## src/rtl/lock_calc_pipe.sv

```systemverilog
// Pipelined lock calculator: weighted "for"/"against" scores from one histogram frame per cycle,
// per-frame pass/fail decision and a hysteresis-filtered lock flag.
//
// state      | meaning
// -----------+--------------------------------------------------------
// UNLOCKED   | no lock; waiting for the first passing frame
// ACQUIRE    | counting consecutive passing frames towards LOCK_CNT
// LOCKED     | lock declared; lock_o = 1
// RELEASE    | still locked; counting consecutive failing frames towards UNLOCK_CNT
module lock_calc_pipe #(
    parameter int DATA_WIDTH = 16,
    parameter int BIN_NUM    = 32,
    parameter int COEF_WIDTH = 4,
    parameter int LOCK_CNT   = 4,
    parameter int UNLOCK_CNT = 8,
    localparam int L         = $clog2(BIN_NUM)
) (
    input  logic                          clk,
    input  logic                          reset,
    input  logic                          data_val_i,
    input  logic [L-1:0]                  max_num_i,
    input  logic [DATA_WIDTH*BIN_NUM-1:0] data_i,
    input  logic [COEF_WIDTH-1:0]         max_coef_i,
    input  logic [COEF_WIDTH-1:0]         in_coef_i,
    input  logic [COEF_WIDTH-1:0]         out_coef_i,
    output logic                          val_o,
    output logic                          pass_o,
    output logic                          lock_o,
    output logic [1:0]                    state_o
);

    localparam logic [1:0] ST_UNLOCKED = 2'd0;
    localparam logic [1:0] ST_ACQUIRE  = 2'd1;
    localparam logic [1:0] ST_LOCKED   = 2'd2;
    localparam logic [1:0] ST_RELEASE  = 2'd3;

    localparam int TW      = DATA_WIDTH + L;
    localparam int CLW     = DATA_WIDTH + 1;
    localparam int PMW     = DATA_WIDTH + COEF_WIDTH;
    localparam int PCW     = CLW + COEF_WIDTH;
    localparam int PW      = DATA_WIDTH + L + COEF_WIDTH + 1;
    localparam int BW      = PMW + PCW + DATA_WIDTH + CLW + COEF_WIDTH;
    localparam int CNT_MAX = (LOCK_CNT > UNLOCK_CNT) ? LOCK_CNT : UNLOCK_CNT;
    localparam int CNT_W   = $clog2(CNT_MAX + 1);

    localparam logic [CNT_W-1:0] LOCK_TC   = CNT_W'(LOCK_CNT);
    localparam logic [CNT_W-1:0] UNLOCK_TC = CNT_W'(UNLOCK_CNT);

    // vld_q[k] flags a frame currently held in stage k
    logic [L+1:0] vld_q;

    always_ff @(posedge clk) begin
        if (reset) begin
            vld_q <= '0;
        end else begin
            vld_q <= {vld_q[L:0], data_val_i};
        end
    end

    logic [L-1:0]            m0_q;
    logic [COEF_WIDTH-1:0]   mc0_q, ic0_q, oc0_q;

    always_ff @(posedge clk) begin
        if (data_val_i) begin
            m0_q  <= max_num_i;
            mc0_q <= max_coef_i;
            ic0_q <= in_coef_i;
            oc0_q <= out_coef_i;
        end
    end

    // Level 0 is the registered frame; each further level halves the node count and adds one bit
    for (genvar lv = 0; lv <= L; lv++) begin : g_lvl
        logic [(BIN_NUM >> lv)*(DATA_WIDTH+lv)-1:0] sum_q;

        if (lv == 0) begin : g_in
            always_ff @(posedge clk) begin
                if (data_val_i) begin
                    sum_q <= data_i;
                end
            end
        end else begin : g_add
            always_ff @(posedge clk) begin
                for (int k = 0; k < (BIN_NUM >> lv); k++) begin
                    sum_q[k*(DATA_WIDTH+lv) +: DATA_WIDTH+lv] <=
                        {1'b0, g_lvl[lv-1].sum_q[(2*k)*(DATA_WIDTH+lv-1) +: DATA_WIDTH+lv-1]} +
                        {1'b0, g_lvl[lv-1].sum_q[(2*k+1)*(DATA_WIDTH+lv-1) +: DATA_WIDTH+lv-1]};
                end
            end
        end
    end

    logic [L-1:0]            lo_idx, hi_idx;
    logic [DATA_WIDTH-1:0]   lo_bin, hi_bin, max_c;
    logic [CLW-1:0]          close_c;

    // Edge bins have only one neighbour; the wrapped index is masked off
    always_comb begin
        lo_idx  = m0_q - 1'b1;
        hi_idx  = m0_q + 1'b1;
        max_c   = g_lvl[0].sum_q[m0_q*DATA_WIDTH +: DATA_WIDTH];
        lo_bin  = (m0_q == '0) ? '0 : g_lvl[0].sum_q[lo_idx*DATA_WIDTH +: DATA_WIDTH];
        hi_bin  = (m0_q == L'(BIN_NUM-1)) ? '0 : g_lvl[0].sum_q[hi_idx*DATA_WIDTH +: DATA_WIDTH];
        close_c = {1'b0, lo_bin} + {1'b0, hi_bin};
    end

    logic [DATA_WIDTH-1:0]   max1_q;
    logic [CLW-1:0]          close1_q;
    logic [COEF_WIDTH-1:0]   mc1_q, ic1_q, oc1_q;
    logic [BW-1:0]           bundle2_q;

    always_ff @(posedge clk) begin
        max1_q    <= max_c;
        close1_q  <= close_c;
        mc1_q     <= mc0_q;
        ic1_q     <= ic0_q;
        oc1_q     <= oc0_q;
        bundle2_q <= {PMW'(max1_q) * PMW'(mc1_q), PCW'(close1_q) * PCW'(ic1_q),
                      max1_q, close1_q, oc1_q};
    end

    logic [BW-1:0] bundle_l;

    if (L > 2) begin : g_dly
        logic [BW-1:0] dly_q [L-2];

        always_ff @(posedge clk) begin
            dly_q[0] <= bundle2_q;
            for (int i = 1; i < L-2; i++) begin
                dly_q[i] <= dly_q[i-1];
            end
        end

        assign bundle_l = dly_q[L-3];
    end else begin : g_nodly
        assign bundle_l = bundle2_q;
    end

    logic [PMW-1:0]          pm_l;
    logic [PCW-1:0]          pc_l;
    logic [DATA_WIDTH-1:0]   max_l;
    logic [CLW-1:0]          close_l;
    logic [COEF_WIDTH-1:0]   oc_l;
    logic [TW-1:0]           total_l, rest_c;
    logic [PW-1:0]           pin_q, pout_q;

    assign {pm_l, pc_l, max_l, close_l, oc_l} = bundle_l;
    assign total_l = g_lvl[L].sum_q;
    // max and close are disjoint bins of total, so this never underflows
    assign rest_c  = total_l - TW'(max_l) - TW'(close_l);

    always_ff @(posedge clk) begin
        pin_q  <= PW'(pm_l) + PW'(pc_l);
        pout_q <= PW'(rest_c) * PW'(oc_l);
    end

    logic              pass_c;
    logic [1:0]        state_q, state_d;
    logic [CNT_W-1:0]  cnt_q, cnt_d, cnt_inc;
    logic              val_q, pass_q;

    assign pass_c  = (pin_q >= pout_q);
    assign cnt_inc = cnt_q + 1'b1;

    always_comb begin
        state_d = state_q;
        cnt_d   = cnt_q;
        case (state_q)
            ST_UNLOCKED: begin
                if (pass_c) begin
                    if (LOCK_CNT == 1) begin
                        state_d = ST_LOCKED;
                        cnt_d   = '0;
                    end else begin
                        state_d = ST_ACQUIRE;
                        cnt_d   = CNT_W'(1);
                    end
                end
            end
            ST_ACQUIRE: begin
                if (!pass_c) begin
                    state_d = ST_UNLOCKED;
                    cnt_d   = '0;
                end else if (cnt_inc == LOCK_TC) begin
                    state_d = ST_LOCKED;
                    cnt_d   = '0;
                end else begin
                    cnt_d   = cnt_inc;
                end
            end
            ST_LOCKED: begin
                if (!pass_c) begin
                    if (UNLOCK_CNT == 1) begin
                        state_d = ST_UNLOCKED;
                        cnt_d   = '0;
                    end else begin
                        state_d = ST_RELEASE;
                        cnt_d   = CNT_W'(1);
                    end
                end
            end
            default: begin
                if (pass_c) begin
                    state_d = ST_LOCKED;
                    cnt_d   = '0;
                end else if (cnt_inc == UNLOCK_TC) begin
                    state_d = ST_UNLOCKED;
                    cnt_d   = '0;
                end else begin
                    cnt_d   = cnt_inc;
                end
            end
        endcase
    end

    always_ff @(posedge clk) begin
        if (reset) begin
            val_q   <= 1'b0;
            pass_q  <= 1'b0;
            state_q <= ST_UNLOCKED;
            cnt_q   <= '0;
        end else begin
            val_q <= vld_q[L+1];
            if (vld_q[L+1]) begin
                pass_q  <= pass_c;
                state_q <= state_d;
                cnt_q   <= cnt_d;
            end
        end
    end

    assign val_o   = val_q;
    assign pass_o  = pass_q;
    assign state_o = state_q;
    assign lock_o  = (state_q == ST_LOCKED) || (state_q == ST_RELEASE);

endmodule
```

## config.mk

```make
export PLATFORM = sky130hd
export DESIGN_NAME = lock_calc_pipe
export DESIGN_NICKNAME = d
export VERILOG_FILES = /design/src/rtl/lock_calc_pipe.sv
export SDC_FILE = /design/constraint.sdc
export NUM_CORES = 2
export LEC_CHECK = 0
export ABC_AREA = 0
export BUFFER_PORTS_ARGS = -buffer_cell sky130_fd_sc_hd__buf_2
export CAP_MARGIN = 20
export CORE_ASPECT_RATIO = 0.6
export CORE_UTILIZATION = 60
export DETAILED_ROUTE_END_ITERATION = 6
export PLACE_DENSITY = 0.76
export SETUP_SLACK_MARGIN = 0.3
export SLEW_MARGIN = 20
export SYNTH_ARGS = -nofsm -noshare
export SYNTH_HDL_FRONTEND = slang
export SYNTH_SLANG_ARGS = --single-unit
export TNS_END_PERCENT = 5
```

## constraint.sdc

```tcl
create_clock -name clk -period 15.1 [get_ports clk]
set_clock_uncertainty 0.2 [all_clocks]
set_input_delay 3.02 -clock clk [delete_from_list [all_inputs] [get_ports clk]]
set_output_delay 3.02 -clock clk [all_outputs]
set_load 0.03 [all_outputs]
```

==> results.cfg <==
[pwr]
p_per_area_mw_per_mm2 = 279
p_seq_share_pct = 26.8
switching_share_pct = 43.6
ir_drop_v = 0.000801
p_clk_share_pct = 14.7
power_switching_mw = 10.6
power.total_mw = 24.4
power.internal_mw = 13.8
p_leak_nw = 37.1
comb_power_share_pct = 58.5

[clock_network]
cts.sinks = 1501
hold_buffers = 0
postCtsResizedCells = 0
htree_levels = 4
clockRootBuffer = clkbuf_16
cts_made_buffers = 138
clkLatencyLatePin_ns = 0.80
cts.path.max_buffers = 3
cts_tree = yes
cts_setup_buffers = 0
cts.clk_slew.worst_paths_ns = 0.07

[global_route]
first_global_vias = 52100
grt_overflow = 0
antenna_found_initial = 50
grt_pass1_wl_mm = 365
grt_usage_pct = 39.6
grt_max_degree = 170

[min_path]
hold_class = reg -> reg

[synth]
synth_edf_count = 529
seq_area_frac_synth_pct = 45.3
syn_nets = 7692
synthArstFlopShare_pct = 0
yosys_most_used_dff = dfxtp_1
ys_seq_elements = 1501
ys_warn_count = 0
syn_avg_cell_area_um2 = 12.3
synth_cell_types = 74
synth_cells = 6330
synth_area_mm2 = 0.0780

[final_layout]
finalNonFillerCells = 8790
fillerInstances = 9254
area_delta_synth_final_pct = 12.1
layout-drive-gt1-share_pct = 19.4
fin_nets = 8278

[placement]
dpl.cell_count = 8492
port_buffers = 536
hpwlAfterDp_mm = 210
gp_congestion = 1.19

[route]
first_pass_iters = 6
vias = 56600
drc = 0
finalWirelength_mm = 261
drtIter0Drc = 8183
vias_per_cell = 6.44
wire_per_inst_um = 29.7
drtAntennaViolNets = 0

[sta]
fin_crit_ns = 7.23
fin_tns_setup_ns = 0
slew_headroom_pct = 21.3
period_share_pct = 47.9
setup_viol = 0
rsz0062_at_grt = false
tightest_slew_ns = 1.18
hold_viol_final = 0
max_freq_ghz = 0.138
slew_violations = 0

[floorplan]
fp.coreArea_mm2 = 0.129
fp.dieW_um = 467
ios = 537
die_height_um = 281
dieArea_mm2 = 0.131
start_util_pct = 60.5
rows = 102

[critical_path]
worstPathMaxFanout = 59
crit_chain = buf_4 > buf_4 > buf_4 > buf_4 > mux4_2 > mux4_2 > mux2i_1 > nor2_1 > ha_1 > inv_1 > fa_1 > nor2b_1 > o21ai_0 > a21boi_1 > o21a_1 > a21bo_2 > a41o_1 > o41a_1 > nand3_1 > and3_1 > o21ai_0
worstPathArrival_ns = 7.70
slowest_delay_ns = 0.84
critPathKind = reg -> reg
crit_buf_inv = 5
crit_path_end_kind = flip-flop
cp.required_ns = 15.57
slowest_stage = buf_4
start_kind = flip-flop
rrSetupSlack_ns = 7.87
cpLargestDelayFamily = buffers and inverters
crit_path_frequent_cell = buf_4

[flow_run]
maxCapViolCount = 0

[outcome]
status = complete, no violations
## synth_stat cells, types with 81 or more instances
cell / count / area share, %
a21o_1: 102 / 0.98
a21oi_1: 377 / 2.4
and2_1: 114 / 0.91
clkbuf_1: 81 / 0.39
dfxtp_1: 972 / 25
edfxtp_1: 529 / 20
fa_1: 145 / 3.7
ha_1: 685 / 11
inv_1: 428 / 2.1
mux4_2: 480 / 14
nand2_1: 344 / 1.7
nand3_1: 107 / 0.69
nor2_1: 364 / 1.8
nor2b_1: 90 / 0.72
nor3_1: 117 / 0.75
o21a_1: 82 / 0.79
o21ai_0: 167 / 1.1
xnor2_1: 411 / 4.6
xor2_1: 104 / 1.2
## cell type report
type                    count  area (um^2)  share of cell area [%]
clock inverters            75          790                   0.903
multi-input cells        4266        40600                    46.4
flip-flops and latches   1501        35300                    40.4
well taps                1716         2150                    2.46
inverters                 428         1610                    1.84
diodes                     42          105                   0.120
repair buffers            581         3070                    3.51
clock buffers             181         3780                    4.32
## placed cells by master, fill, tap and decap left out, types with 67 or more instances in the layout
| master | count |
|---|---|
| dfxtp_1 | 972 |
| ha_1 | 684 |
| buf_2 | 535 |
| edfxtp_1 | 529 |
| mux4_2 | 480 |
| inv_1 | 429 |
| xnor2_1 | 408 |
| a21oi_1 | 377 |
| nor2_1 | 364 |
| nand2_1 | 344 |
| o21ai_0 | 166 |
| fa_1 | 145 |
| clkbuf_16 | 140 |
| nor3_1 | 117 |
| and2_1 | 114 |
| nand3_1 | 107 |
| a21o_1 | 102 |
| xor2_1 | 102 |
| nor2b_1 | 90 |
| o21a_1 | 82 |
| and3_1 | 67 |
## registers in the layout, summed over array words and instances (netlist names), named ones only
| register | flops |
|---|---|
| bundle2_q | 78 |
| close1_q | 17 |
| cnt_q | 4 |
| g_dly.dly_q | 234 |
| g_lvl.sum_q | 1065 |
| ic0_q | 4 |
| ic1_q | 4 |
| m0_q | 5 |
| max1_q | 16 |
| mc0_q | 4 |
| mc1_q | 4 |
| oc0_q | 4 |
| oc1_q | 4 |
| pass_o | 1 |
| pin_q | 22 |
| pout_q | 25 |
| state_o | 1 |
| val_o | 1 |
| vld_q | 7 |
## kinds of logic after synthesis
family,after synthesis,synth area share [%]
simple gates,1359,8.36
compound gates,1035,8.58
mux,527,14.5
fa+ha+maj,830,14.7
flops,1501,45.3
buf+inv,563,2.73
xor+xnor,515,5.79
## per-stage QoR
stage / worst slack, ns / area (um^2) / hold slack (ns) / utilization, %
floorplan: 8.60 / 78000 / 0.110 / -
global placement: 7.90 / 82700 / 0.110 / 64.2
detailed placement: 7.84 / 82700 / 0.112 / 64.2
CTS: 7.82 / 87300 / 0.104 / 67.7
global route: 7.35 / 87300 / 0.110 / 67.8
finish: 7.87 / 87400 / 0.111 / 67.8
## power by group through the flow
| stage | clock network (mW) | registers, mW | logic, mW |
|---|---|---|---|
| after floorplan | 0 | 6.05 | 10.6 |
| after global placement | 0 | 6.53 | 13.6 |
| after detailed placement | 0 | 6.56 | 13.9 |
| after CTS | 3.61 | 6.48 | 14.0 |
| after global routing | 3.78 | 6.59 | 15.8 |
| final | 3.59 | 6.55 | 14.3 |
## worst paths after layout
| kind | start | end | cells past startpoint |
|---|---|---|---|
| worst min-delay path | g_dly.dly_q[0][48] | g_dly.dly_q[0][126] | 0 |
| worst max register to register | m0_q[0] | close1_q[16] | 21 |
| worst min register to register | g_dly.dly_q[0][48] | g_dly.dly_q[0][126] | 0 |
| worst max-delay path | m0_q[0] | close1_q[16] | 21 |
## layer usage
metal	GRT usage, %	up-vias	share of wire [%]
met4	12.0	39	3.3
met3	21.2	530	17
met5	3.66	-	0.31
li1	-	24400	-
met2	49.1	3919	37
met1	57.6	27700	42
Note: power is estimated with default switching activity, not from simulation.
